### config.mk
export PLATFORM = sky130hd
export DESIGN_NAME = uart_cmd_if
export DESIGN_NICKNAME = d
export VERILOG_FILES = /design/src/rtl/uart_cmd_if.sv
export SDC_FILE = /design/constraint.sdc
export NUM_CORES = 1
export LEC_CHECK = 0
export ABC_AREA = 0
export ABC_CLOCK_PERIOD_IN_PS = 5300
export BUFFER_PORTS_ARGS = -buffer_cell sky130_fd_sc_hd__buf_2
export CORE_UTILIZATION = 41
export CTS_CLUSTER_SIZE = 25
export DETAILED_ROUTE_END_ITERATION = 6
export HOLD_SLACK_MARGIN = 0.12
export MAX_ROUTING_LAYER = met4
export PLACE_DENSITY = 0.61
export SLEW_MARGIN = 20
export SYNTH_ARGS = -nofsm -noshare
export SYNTH_HDL_FRONTEND = slang
export SYNTH_SLANG_ARGS = --single-unit
### constraint.sdc
create_clock -name clk -period 5.3 [get_ports clk]
set_input_delay 1.06 -clock clk [delete_from_list [all_inputs] [get_ports clk]]
set_output_delay 1.06 -clock clk [all_outputs]
set_load 0.01 [all_outputs]
### src/rtl/uart_cmd_if.sv
// 8N1 UART front end: byte pairs from RX become a 16-bit cmd (cmd_rdy ~BAUD_DIV/2+9*BAUD_DIV+3 clocks after the 2nd start edge);
// resp bytes are serialised on TX. There is no backpressure: cmd_rdy is a level the consumer clears, and send_resp is ignored while busy.
module uart_cmd_if #(
  parameter int BAUD_DIV = 2604,
  parameter int CNT_W    = 12
) (
  input  logic        clk,
  input  logic        rst_n,
  input  logic        RX,
  output logic        TX,
  output logic [15:0] cmd,
  output logic        cmd_rdy,
  input  logic        clr_cmd_rdy,
  input  logic [7:0]  resp,
  input  logic        send_resp,
  output logic        resp_sent
);

  localparam logic [CNT_W-1:0] HALF_BIT = CNT_W'(BAUD_DIV / 2);
  localparam logic [CNT_W-1:0] FULL_BIT = CNT_W'(BAUD_DIV);
  localparam logic [CNT_W-1:0] ONE      = CNT_W'(1);

  typedef enum logic [1:0] {RX_IDLE, RX_START, RX_DATA} rx_state_t;
  typedef enum logic       {WAIT_HI, WAIT_LO}           asm_state_t;
  typedef enum logic       {TX_IDLE, TX_XMIT}           tx_state_t;

  logic             rx_s1_q, rx_s2_q, rx_s3_q;
  rx_state_t        rx_st_q;
  logic [CNT_W-1:0] rx_cnt_q;
  logic [3:0]       rx_bit_q;
  logic [7:0]       rx_sh_q;
  logic             rx_fall, rx_tick, rx_go, rx_done;

  asm_state_t       asm_q, asm_d;
  logic [15:0]      cmd_q, cmd_d;
  logic             cmd_rdy_q, cmd_rdy_d;

  tx_state_t        tx_st_q;
  logic [9:0]       tx_sh_q;
  logic [CNT_W-1:0] tx_cnt_q;
  logic [3:0]       tx_bit_q;
  logic             tx_q;
  logic             resp_sent_q;

  // s3 is only a delayed copy of the synchronised line, used for edge detection.
  always_ff @(posedge clk or negedge rst_n) begin
    if (!rst_n) begin
      rx_s1_q <= 1'b1;
      rx_s2_q <= 1'b1;
      rx_s3_q <= 1'b1;
    end else begin
      rx_s1_q <= RX;
      rx_s2_q <= rx_s1_q;
      rx_s3_q <= rx_s2_q;
    end
  end

  assign rx_fall = rx_s3_q & ~rx_s2_q;
  assign rx_tick = (rx_cnt_q == ONE);
  assign rx_go   = (rx_st_q == RX_START) && rx_tick && !rx_s2_q;
  assign rx_done = (rx_st_q == RX_DATA) && rx_tick && (rx_bit_q == 4'd8);

  always_ff @(posedge clk or negedge rst_n) begin
    if (!rst_n) begin
      rx_st_q  <= RX_IDLE;
      rx_cnt_q <= '0;
      rx_bit_q <= '0;
      rx_sh_q  <= '0;
    end else begin
      case (rx_st_q)
        RX_IDLE: begin
          if (rx_fall) begin
            rx_st_q  <= RX_START;
            rx_cnt_q <= HALF_BIT;
          end
        end
        RX_START: begin
          if (rx_tick) begin
            if (rx_s2_q) begin
              rx_st_q <= RX_IDLE;
            end else begin
              rx_st_q  <= RX_DATA;
              rx_cnt_q <= FULL_BIT;
              rx_bit_q <= '0;
            end
          end else begin
            rx_cnt_q <= rx_cnt_q - ONE;
          end
        end
        RX_DATA: begin
          if (rx_tick) begin
            rx_cnt_q <= FULL_BIT;
            // The ninth sample is the stop bit; its value is deliberately ignored.
            if (rx_bit_q == 4'd8) begin
              rx_st_q <= RX_IDLE;
            end else begin
              rx_sh_q  <= {rx_s2_q, rx_sh_q[7:1]};
              rx_bit_q <= rx_bit_q + 4'd1;
            end
          end else begin
            rx_cnt_q <= rx_cnt_q - ONE;
          end
        end
        default: rx_st_q <= RX_IDLE;
      endcase
    end
  end

  // A new frame starting clears cmd_rdy so the high byte never changes under a valid cmd; a set beats a clear.
  always_comb begin
    asm_d     = asm_q;
    cmd_d     = cmd_q;
    cmd_rdy_d = cmd_rdy_q;
    if (rx_go || clr_cmd_rdy) cmd_rdy_d = 1'b0;
    if (rx_done) begin
      if (asm_q == WAIT_HI) begin
        cmd_d[15:8] = rx_sh_q;
        asm_d       = WAIT_LO;
      end else begin
        cmd_d[7:0]  = rx_sh_q;
        cmd_rdy_d   = 1'b1;
        asm_d       = WAIT_HI;
      end
    end
  end

  always_ff @(posedge clk or negedge rst_n) begin
    if (!rst_n) begin
      asm_q     <= WAIT_HI;
      cmd_q     <= '0;
      cmd_rdy_q <= 1'b0;
    end else begin
      asm_q     <= asm_d;
      cmd_q     <= cmd_d;
      cmd_rdy_q <= cmd_rdy_d;
    end
  end

  always_ff @(posedge clk or negedge rst_n) begin
    if (!rst_n) begin
      tx_st_q     <= TX_IDLE;
      tx_sh_q     <= '1;
      tx_cnt_q    <= '0;
      tx_bit_q    <= '0;
      tx_q        <= 1'b1;
      resp_sent_q <= 1'b0;
    end else begin
      case (tx_st_q)
        TX_IDLE: begin
          if (send_resp) begin
            tx_sh_q     <= {1'b1, resp, 1'b0};
            tx_q        <= 1'b0;
            tx_cnt_q    <= FULL_BIT;
            tx_bit_q    <= '0;
            resp_sent_q <= 1'b0;
            tx_st_q     <= TX_XMIT;
          end
        end
        TX_XMIT: begin
          if (tx_cnt_q == ONE) begin
            tx_cnt_q <= FULL_BIT;
            if (tx_bit_q == 4'd9) begin
              tx_q        <= 1'b1;
              resp_sent_q <= 1'b1;
              tx_st_q     <= TX_IDLE;
            end else begin
              tx_sh_q  <= {tx_sh_q[0], tx_sh_q[9:1]};
              tx_q     <= tx_sh_q[1];
              tx_bit_q <= tx_bit_q + 4'd1;
            end
          end else begin
            tx_cnt_q <= tx_cnt_q - ONE;
          end
        end
        default: tx_st_q <= TX_IDLE;
      endcase
    end
  end

  assign TX        = tx_q;
  assign cmd       = cmd_q;
  assign cmd_rdy   = cmd_rdy_q;
  assign resp_sent = resp_sent_q;

endmodule

# After elaboration in Yosys (flattened, before gate mapping)
# Cells that the tools add are included.
[totals]
memories = 0
output_inout_bits = 19
ff_bits = 76
latchBits = 0
input_bits = 13
mem_bits_ro = 0
ram_bits = 0
[op_classes]
n_shift = 0
bitwise = 5
n_div = 0
n_eq_ne = 17
n_mux = 42
order_cmp = 0
n_reduce_logical = 18
multipliers = 0
addsub = 4
[op_table]
columns = ["op", "count"]
rows = [
  ["2-to-1 mux 12 bit", 6],
  ["one-hot mux 12 bit (3 select lines)", 1],
  ["2-to-1 mux 10 bit", 3],
  ["2-to-1 mux 4 bit", 7],
  ["equality test 12 x 1 -> 1 bit (second input constant)", 2],
  ["one-hot mux 12 bit (2 select lines)", 1],
  ["subtractor 12 x 1 -> 12 bit (second input constant)", 2],
  ["one-hot mux 10 bit (2 select lines)", 1],
  ["one-hot mux 4 bit (2 select lines)", 2],
  ["!= test 2 bit (second input constant)", 7],
  ["2-to-1 mux 1 bit", 12],
  ["AND reduction 3 bit", 4],
  ["2-to-1 mux 2 bit", 5],
  ["adder 4 x 1 -> 4 bit (second input constant)", 2],
  ["equality test 4 bit (second input constant)", 2],
  ["!= test 2 x 1 -> 1 bit (second input constant)", 3],
  ["one-hot mux 1 bit (2 select lines)", 3],
  ["one-hot mux 2 bit (3 select lines)", 1],
  ["AND reduction 2 bit", 3],
  ["AND reduction 5 bit", 1],
  ["logical AND 1 bit", 4],
  ["NOT 1 bit", 4],
  ["AND reduction 4 bit", 1],
  ["!= test 3 bit (second input constant)", 1],
  ["other kinds (8)", 8],
]

# Depth between registers and ports, before layout
[logic_depth]
word_depth = 7
ltp_mapped = 8

# Least setup slack after synthesis
# No wires, ideal clock.
[synth_path]
path_kind = "register to register"
startpoint = "register rx_cnt_q[1]"
endpoint = "register rx_sh_q[0]"
slack_ns = 3.159
path_buffers = 1
t_arrival_ns = 2.014
stages_incl_launch_ff = 8
t_required_ns = 5.172
cell_sequence = "dfrtp_1 -> inv_1 -> ha_1 -> or4b_1 -> nor4_4 -> and3_1 -> buf_4 -> mux2_1"
[synth_between]
elab_chain_len = 2
[synth_rtl]
columns = ["item", "line", "source"]
rows = [
  ["start, declared", "29", "logic [CNT_W-1:0] rx_cnt_q;"],
  ["start signal, assigned", "87", "rx_cnt_q <= rx_cnt_q - ONE;"],
  ["start signal, assigned", "101", "rx_cnt_q <= rx_cnt_q - ONE;"],
  ["equality test 12 x 1 -> 1 bit", "59", "assign rx_tick = (rx_cnt_q == ONE);"],
  ["AND reduction 3 bit (no line)", "--", ""],
  ["end signal, assigned", "97", "rx_sh_q <= {rx_s2_q, rx_sh_q[7:1]};"],
  ["end, declared", "31", "logic [7:0] rx_sh_q;"],
]
# Every way passes these cells.
# A chain may end at the register's enable or synchronous reset.

# Worst setup path after layout
[layout_path]
startpoint = "register rx_cnt_q[1]"
endpoint = "register rx_sh_q[6]"
# The elaborated chain is that of the path after synthesis.

==> run summary <==
Layout area overhead: 12.4%
Total I/O pin count: 32
Fillers: 817
Critical R2R Launch: rx_cnt_q[1]
Resized cells post-CTS: 0
Post-DRT Antenna Nets: 0
Post-DP Area: 0.00406 mm²
Number of cells on the worst reg-to-reg path: 6
Remaining max-slew budget at the tightest pin: 0.370
Maximum achievable frequency: 359 MHz
Time the worst path needs with I/O delays and setup: 2790 ps
Starting utilization of the core area: 0.431
Area inside the core boundary: 0.00889 mm²
Unrepaired setup endpoints after global routing: no
Number of buffers inserted during clock tree synthesis: 9
Hold Path Class: flop to flop
Total setup buffers inserted after CTS: 0
Die Footprint: 0.00974 mm²
Worst reg-to-reg setup slack: 2510 ps
Worst-margin pin slew: 945 ps
Hold Path Stages: 0
Final period utilization: 0.526
Pin count of the biggest net entering global routing: 77
Final count of negative-setup-slack endpoints: 0
Fin. max-slew vios: 0
Most frequent cells in the layout: 62 x sky130_fd_sc_hd__dfrtp_1, 30 x sky130_fd_sc_hd__buf_2, 20 x sky130_fd_sc_hd__inv_1
Async SR Flop Fraction: 1.00
Data required, critical path: 5520 ps
Final GP Congestion: 0.812
Global-route wire length before repair: 13300 µm
DR vias: 2830
Pre-Repair DR Iteration Count: 4
Horizontal die dimension: 98.7 µm
Nets@finish: 399
Crit path launch type: flop
Number of enable flip-flop cells after synthesis: 0
Post-route total power: 1380 µW
Number of nets in the synthesized netlist: 373
Number of global-route vias before repair: 2752
Clk Latency, worst-skew pair: 350 ps
Count of H-tree levels built during CTS: 3
DR vias/cell: 5.81
CP Data Arrival Time: 3010 ps
Commonest non-fill, non-tap cell in the layout: sky130_fd_sc_hd__dfrtp_1
Number of antenna violations at the first check in global routing: 0
Most instantiated flip-flop cell in the synthesis netlist: sky130_fd_sc_hd__dfrtp_1
Number of cell rows: 34
Worst r2r dst: rx_sh_q[6]
Post-synthesis sequential element count: 76
Cell area after synthesis: 0.00383 mm²
Multi-input combinational cell area: 0.00177 mm²
Total half-perimeter wirelength after legalization and detailed placement: 5020 µm
Share of post-route cells with drive strength above 1: 0.274
GRT Util Overall: 0.176
Sum of negative setup slack: 0 ps
Mean cell area of the mapped netlist: 11.0 µm²
Register Area: 0.00192 mm²
Min-Delay Endpoint: rx_s2_q
TritonCTS clock tree: yes
Final Cell Area: 0.00431 mm²
Peak VDD IR: 0.156 mV
Run status: finished, final reports clean
DRC marker count from the first detailed-route iteration: 127
Maximum buffer depth of the clock tree: 2
Sinks on Clock Net: 76
Number of violations of the max-capacitance limit: 0
WL final: 7680 µm
Startpoint of the lowest-slack hold path: rx_s1_q
PwrDens: 319 mW/mm²
Portion of the post-synthesis area used by sequential elements: 0.501
Post-CTS Hold Fix Bufs: 0
Leakage power: 0.00193 µW
Root Buffer Master: sky130_fd_sc_hd__clkbuf_8
Die outline height: 98.7 µm
Count of mapped cells out of synthesis: 348
Port-buffer cells: 31
Count of warnings emitted by yosys: 0
Number of hold-slack violations in the final timing report: 0
Clock Skew: 9.68 ps
Final antenna diode count: 0
Critical path endpoint category: flop
Worst-path fanout max: 16
Clock slew at reported path FFs: 80 ps
Average wire per cell in the routed design: 15.8 µm
Number of distinct library cell variants in the gate-level netlist after synthesis: 57
GRT Residual Overflow: 0
Remaining routing DRC violations: 0
Path type of the worst setup path: flop to flop
==> how the worst max path moves through the flow <==
stage / start / end / slack [ps]
2_1_floorplan: rx_cnt_q[1] / rx_sh_q[0] / 3160
3_3_place_gp: rx_cnt_q[1] / rx_sh_q[2] / 2570
3_5_place_dp: rx_cnt_q[1] / rx_sh_q[2] / 2520
4_1_cts: rx_cnt_q[1] / rx_sh_q[6] / 2510
5_1_grt: rx_cnt_q[1] / rx_sh_q[3] / 2330
6_report: rx_cnt_q[1] / rx_sh_q[6] / 2510
==> synth_stat cells (all sizes together), types with 8 or more instances <==
cell type	instances	area, µm²
mux2	26	293
nand3	13	70.1
dfstp	14	368
clkbuf	13	48.8
o21ai	14	73.8
dfrtp	62	1550
nor2	13	48.8
or3	14	87.6
a21oi	17	85.1
ha	12	150
inv	20	75.1
o221a	8	90.1
nand2	12	45.0
nor3	11	65.1
o211ai	12	90.1
==> kinds of logic after synthesis <==
group	share of synthesized area
AOI/OAI and AO/OA	0.163
xor gates and xnor gates	0.00229
adders and majority gates	0.0392
buffers and inverters	0.0379
DFF	0.501
muxes	0.0895
and+or+nand+nor	0.167
==> report_power, final <==
group / total [µW] / internal, µW / switching (µW)
registers: 624 / 601 / 23.6
clock network: 541 / 316 / 225
logic: 210 / 85.4 / 125
total: 1380 / 1000 / 374
==> flip-flops by register name (all words and copies together) (netlist names) <==
| name | count |
|---|---|
| rx_cnt_q | 12 |
| cmd_rdy | 1 |
| resp_sent | 1 |
| rx_st_q | 2 |
| tx_sh_q | 10 |
| rx_s2_q | 1 |
| cmd | 16 |
| asm_q | 1 |
| rx_bit_q | 4 |
| TX | 1 |
| rx_sh_q | 8 |
| tx_cnt_q | 12 |
| rx_s3_q | 1 |
| tx_bit_q | 4 |
| rx_s1_q | 1 |
| tx_st_q | 1 |
==> metrics by stage <==
stage	hold slack, ps	std cells	worst slack, ps	util
after floorplan	345	348	3160	-
after global placement	359	471	2570	0.457
after detailed placement	353	471	2520	0.457
after CTS	370	487	2510	0.485
after global routing	380	487	2330	0.485
final	370	487	2510	0.485
==> cell type report <==
| type | instances | share of cell area |
|---|---|---|
| Sequential cell | 76 | 0.445 |
| Timing Repair Buffer | 32 | 0.0383 |
| Clock inverter | 7 | 0.0285 |
| Inverter | 20 | 0.0174 |
| Tap cell | 108 | 0.0314 |
| Clock buffer | 9 | 0.0287 |
| Multi-Input combinational cell | 235 | 0.410 |
==> critical path: stages (launching register included) <==
cell                      delay, ps
sky130_fd_sc_hd__dfrtp_1        410
sky130_fd_sc_hd__inv_1           90
sky130_fd_sc_hd__ha_1           150
sky130_fd_sc_hd__or4b_1         500
sky130_fd_sc_hd__nor4_4         630
sky130_fd_sc_hd__and3_1         530
sky130_fd_sc_hd__mux2_1         370
==> metal layers <==
layer | track usage | vias up | wire length [µm]
li1 | - | 1369 | -
met4 | 0.0597 | 0 | 101
met3 | 0.0525 | 10 | 301
met2 | 0.262 | 59 | 3590
met1 | 0.230 | 1392 | 3690
met5 | - | - | 0
Note: power is estimated with default switching activity, not from simulation.
